===== src/rtl/clk_ctrl_pkg.sv =====
// Shared types and defaults for the clock divider controller.
// Holds the controller state encoding and the default divide-ratio width.
package clk_ctrl_pkg;

    localparam int DEF_CNT_W = 4;

    typedef enum logic [1:0] {
        ST_IDLE  = 2'd0,
        ST_RUN   = 2'd1,
        ST_DRAIN = 2'd2
    } state_t;

    // RUN and DRAIN both drive the divided clock; only IDLE is quiet.
    function automatic logic is_active(input state_t s);
        return s != ST_IDLE;
    endfunction

endpackage


===== src/rtl/clk_div_core.sv =====
// Divide-by-2*(ratio+1) engine: phase counter, terminal-count detect and
// the registered divided clock. Clears to a quiet low output when not run.
module clk_div_core
    import clk_ctrl_pkg::*;
#(
    parameter int CNT_W = DEF_CNT_W
) (
    input  logic             clk,
    input  logic             clr_n,
    input  logic             run,
    input  logic [CNT_W-1:0] ratio,
    output logic             tc,
    output logic             div_clk
);

    logic [CNT_W-1:0] cnt;

    // The counter never passes ratio, so an all-ones ratio cannot overflow.
    assign tc = run && (cnt == ratio);

    always_ff @(posedge clk or negedge clr_n) begin
        // NOTE: state registers use non-blocking assignments so every flop
        // samples the pre-edge value of its neighbours.
        if (!clr_n) begin
            cnt     <= '0;
            div_clk <= 1'b0;
        end else if (!run) begin
            cnt     <= '0;
            div_clk <= 1'b0;
        end else if (tc) begin
            cnt     <= '0;
            div_clk <= ~div_clk;
        end else begin
            cnt     <= cnt + CNT_W'(1);
        end
    end

endmodule


===== src/rtl/clk_div_ctrl.sv =====
// Clock divider controller: run/stop FSM with glitch-free draining and a
// req/ack handshake that swaps the divide ratio only on phase boundaries.
module clk_div_ctrl
    import clk_ctrl_pkg::*;
#(
    parameter int CNT_W     = DEF_CNT_W,
    parameter int RESET_DIV = 0
) (
    input  logic             clk,
    input  logic             clr_n,
    input  logic             en,
    input  logic             div_req,
    input  logic [CNT_W-1:0] div_val,
    output logic             div_ack,
    output logic             div_busy,
    output logic             div_clk,
    output logic             tick,
    output logic             running
);

    localparam logic [CNT_W-1:0] RESET_RATIO = CNT_W'(RESET_DIV);

    state_t           state;
    state_t           state_nxt;
    logic [CNT_W-1:0] ratio;
    logic [CNT_W-1:0] pending;
    logic             core_run;
    logic             tc;
    logic             accept;
    logic             apply;

    // Stopping from a low phase ends at once; a high phase must run to its TC.
    assign core_run = (state == ST_DRAIN) || ((state == ST_RUN) && (en || div_clk));

    clk_div_core #(
        .CNT_W   (CNT_W)
    ) u_core (
        .clk     (clk),
        .clr_n   (clr_n),
        .run     (core_run),
        .ratio   (ratio),
        .tc      (tc),
        .div_clk (div_clk)
    );

    assign tick    = tc;
    assign running = is_active(state);

    // A request is taken once per ack, and never while a ratio is still pending.
    assign accept = div_req && !div_busy && !div_ack;
    // Pending ratios land on a phase boundary, or at once if the divider stopped.
    assign apply  = div_busy && (tc || (state == ST_IDLE));

    always_comb begin
        // NOTE: assign the default first so every path drives state_nxt and
        // no latch is inferred.
        state_nxt = state;
        unique case (state)
            ST_IDLE: begin
                if (en) state_nxt = ST_RUN;
            end
            ST_RUN: begin
                // A high phase ending this cycle falls now, so there is nothing to drain.
                if (!en) state_nxt = (div_clk && !tc) ? ST_DRAIN : ST_IDLE;
            end
            ST_DRAIN: begin
                if (en)      state_nxt = ST_RUN;
                else if (tc) state_nxt = ST_IDLE;
            end
            default: state_nxt = ST_IDLE;
        endcase
    end

    always_ff @(posedge clk or negedge clr_n) begin
        if (!clr_n) state <= ST_IDLE;
        else        state <= state_nxt;
    end

    always_ff @(posedge clk or negedge clr_n) begin
        if (!clr_n) begin
            ratio    <= RESET_RATIO;
            pending  <= '0;
            div_busy <= 1'b0;
            div_ack  <= 1'b0;
        end else begin
            div_ack <= accept;
            if (accept) begin
                pending <= div_val;
                if (state == ST_IDLE) ratio    <= div_val;
                else                  div_busy <= 1'b1;
            end else if (apply) begin
                ratio    <= pending;
                div_busy <= 1'b0;
            end
        end
    end

endmodule


===== config.mk =====
export PLATFORM = sky130hd
export DESIGN_NAME = clk_div_ctrl
export DESIGN_NICKNAME = d
export VERILOG_FILES = /design/src/rtl/clk_ctrl_pkg.sv /design/src/rtl/clk_div_core.sv /design/src/rtl/clk_div_ctrl.sv
export SDC_FILE = /design/constraint.sdc
export NUM_CORES = 1
export LEC_CHECK = 0
export BUFFER_PORTS_ARGS = -buffer_cell sky130_fd_sc_hd__buf_2
export CAP_MARGIN = 0
export CORE_MARGIN = 4
export CORE_UTILIZATION = 56
export CTS_CLUSTER_DIAMETER = 30
export CTS_CLUSTER_SIZE = 14
export DETAILED_ROUTE_END_ITERATION = 10
export PLACE_DENSITY = 0.8
export SYNTH_ARGS = -nofsm -noshare
export SYNTH_HDL_FRONTEND = slang
export SYNTH_SLANG_ARGS = --single-unit

===== constraint.sdc =====
create_clock -name clk -period 2.46 [get_ports clk]
set_input_delay 0.123 -clock clk [delete_from_list [all_inputs] [get_ports clk]]
set_output_delay 0.123 -clock clk [all_outputs]
set_load 0.03 [all_outputs]

==> metrics <==
Tmin final=1.701 ns; switching share of power=31.93%; initial antenna violation count=0; I/O Pins=13; IO buf count=12; Synth cell types=22; family with the most delay on the worst path=simple AND/OR/NAND/NOR gates; top-area cell type share of the netlist area=55.46%; Synth async-reset ratio=100.0%; slowest CP cell=dfrtp_1; die height=45.01 um; Slew headroom=around 75%; Pint=0.5399 mW; Clk pwr share=18.5%; TritonCTS Sinks=17; Ant. Diodes=0; Slew Viols, Final=0; post-route ant nets=0; Setup Skew=0.004494 ns; hold_sp=en; Worst Path Max Fanout=5; worst r2r src=u_core.div_clk; hpwl dp=about 1.1 mm; EDFF count, synth=0; Power Total=0.7932 mW; pin count of the biggest net entering global routing=18; H-tree Lvls=1; combinational fraction of design power=31.8%; crit start category=flop; Worst-path clk slew=0.09 ns; leakage power=0.4428 nW; area leader, netlist=dfrtp_1; actual slew at the worst max-slew pin=0.3676 ns; Synth area leaders=dfrtp_1 55%, mux2_4 7.8%, mux2_2 5.9%, xnor2_1 5.7%, nor2_1 3.4%; cts bufs inserted=3; Post-CTS Repair Setup Buffers=0; RePlAce Congestion=0.7948; DRC=0; max incr delay on CP=0.43 ns; crit path cell chain=or2_2 -> a21oi_2 -> nor2_1 -> buf_2; core area=1301 sq um; Overflow after GRT=0; Pwr Density=903.0 nW/um^2; Net Count, Synth=70; Cell Rows=13; worst path arrival time=about 1.6 ns; RSZ-0062 raised after global routing=false; WHS Path Cells=2; Reg2Reg Setup Slack=roughly 0.83 ns; Cells after Synth=a little over 60; die area=2026 sq um; flop and latch count out of synthesis=17; filler instances=116; CP Capture Type=output pin; most frequent cells after synthesis=17 x dfrtp_1, 7 x nor2_1, 5 x xnor2_1; clock buffer depth=2; number of detailed-route iterations in the first pass=4; hold worst-path end=state[1]; synthesized area=about 770 sq um; period utilization=69.16%; register area=~430 sq um; Avg Inst Size Synth=12.57 sq um; setup_tns=0 ns; Initial DRC Count=3; outcome=finished, final reports clean; fmax=587.8 MHz; maximum VDD drop=around 460 uV; routed len/inst=about 15 um; final hold violations=0; CTS tree=built; fraction of layout cells with a size suffix above 1=between 30% and 40%; top_reg_cell synth=dfrtp_1; Area Growth Syn to Fin=14.52%; drt total wl=1.367 mm; final-report setup violation count=0; first-pass GRT wire length=~2.4 mm; worst reg2reg endpoint=ratio[1]; final net count=87; Starting Density=58.94%; sequential share of power=49.7%; CP startpoint=u_core.div_clk; Net Sw Power=0.2532 mW; maxcap violations=0; worst skew pair latency=around 0.29 ns; Crit path buffers/inverters=1; footprint of the multi-input gates=321.6 sq um; vias in the first global route=534; Worst EP required=about 2.3 ns; post_cts resized=0; die span in x=45.01 um; overall global routing resource usage=17.46%; register area share after synthesis=55.46%; final core utilization=between 60% and 70%; final hold slack=0.02153 ns; via count=487; count leader, synth=dfrtp_1; Hold Crit Class=input port to flop; synth warn=0; Crit Path Class=flop to output pin; root buffer cell=clkbuf_4; reg2reg path depth=4; vias per std cell=5.293
==> metal layers <==
layer / share of wire [%] / vias to the layer above / routed length [um] / GRT usage [%]
li1: - / 232 / - / -
met5: 0 / - / 0 / 0
met1: 38 / 238 / 520 / 19.95
met3: 6.6 / 4 / 90 / 6.773
met4: 1.2 / 0 / 16 / 8.187
met2: 54 / 13 / 739 / 28.53
==> logic make-up after synthesis <==
family          Yosys count  share of synthesized area [%]
fa+ha+maj                 1                          1.631
xor+xnor                  7                          7.994
buf+inv                   5                          2.609
mux                       8                          13.70
simple gates             16                          11.58
compound gates            7                          7.016
flops                    17                          55.47
==> worst reg2reg max path: stages, from the launching register on <==
cell     delay [ns]
dfrtp_1        0.43
or2_2          0.33
a21oi_2        0.24
o31a_4         0.22
mux2_4         0.30
==> worst max path at each step <==
| stage | endpoint | cells past startpoint | slack, ns |
|---|---|---|---|
| 3_3_place_gp | ratio[3] | 4 | 0.91 |
| 6_report | tick | 4 | 0.76 |
| 4_1_cts | tick | 4 | 0.75 |
| 5_1_grt | tick | 4 | 0.69 |
| 2_1_floorplan | ratio[0] | 4 | 0.80 |
| 3_5_place_dp | ratio[0] | 4 | 0.83 |
==> state kept, by name, summed over array words and instances (netlist names) <==
name            flops
state               2
pending             4
div_busy            1
ratio               4
u_core.div_clk      1
u_core.cnt          4
div_ack             1
==> repair_timing <==
item                                    4_1_cts  5_1_grt
endpoints found under the setup margin        0        0
hold endpoints to repair                     17        0
hold buffers                                  1        0
==> metrics by stage <==
stage	area, sq um	setup WS (ns)	std cells
final	878.3	0.7586	92
after global routing	878.3	0.6909	92
after detailed placement	840.8	0.8259	87
after global placement	840.8	0.9065	87
after floorplan	767.0	0.7969	61
after CTS	878.3	0.7474	92
==> layout make-up <==
cell class | instances | area share, %
tap | 15 | 2.137
clock buffer | 3 | 2.564
timing repair buffer | 13 | 7.977
inverter | 4 | 1.709
clock inverter | 1 | 0.5698
sequential | 17 | 48.43
multi-input combinational | 39 | 36.61
==> cells in the final DEF (no fill, tap or decap), types with 2 or more instances in the layout <==
cell type and count:
dfrtp_1 17, buf_2 12, nor2_1 7, xnor2_1 5, inv_1 4, mux2_2 4
mux2_4 4, clkbuf_4 3, nor2b_1 2, xor2_1 2, o21ai_0 2, a21oi_1 2
==> power by group through the flow <==
stage	sequential (mW)	combinational (mW)	clock (mW)
final	0.394	0.252	0.147
after detailed placement	0.400	0.254	0
after global placement	0.396	0.239	0
after floorplan	0.402	0.186	0
after CTS	0.396	0.256	0.151
after global routing	0.405	0.274	0.165
Note: power is estimated with default switching activity, not from simulation.
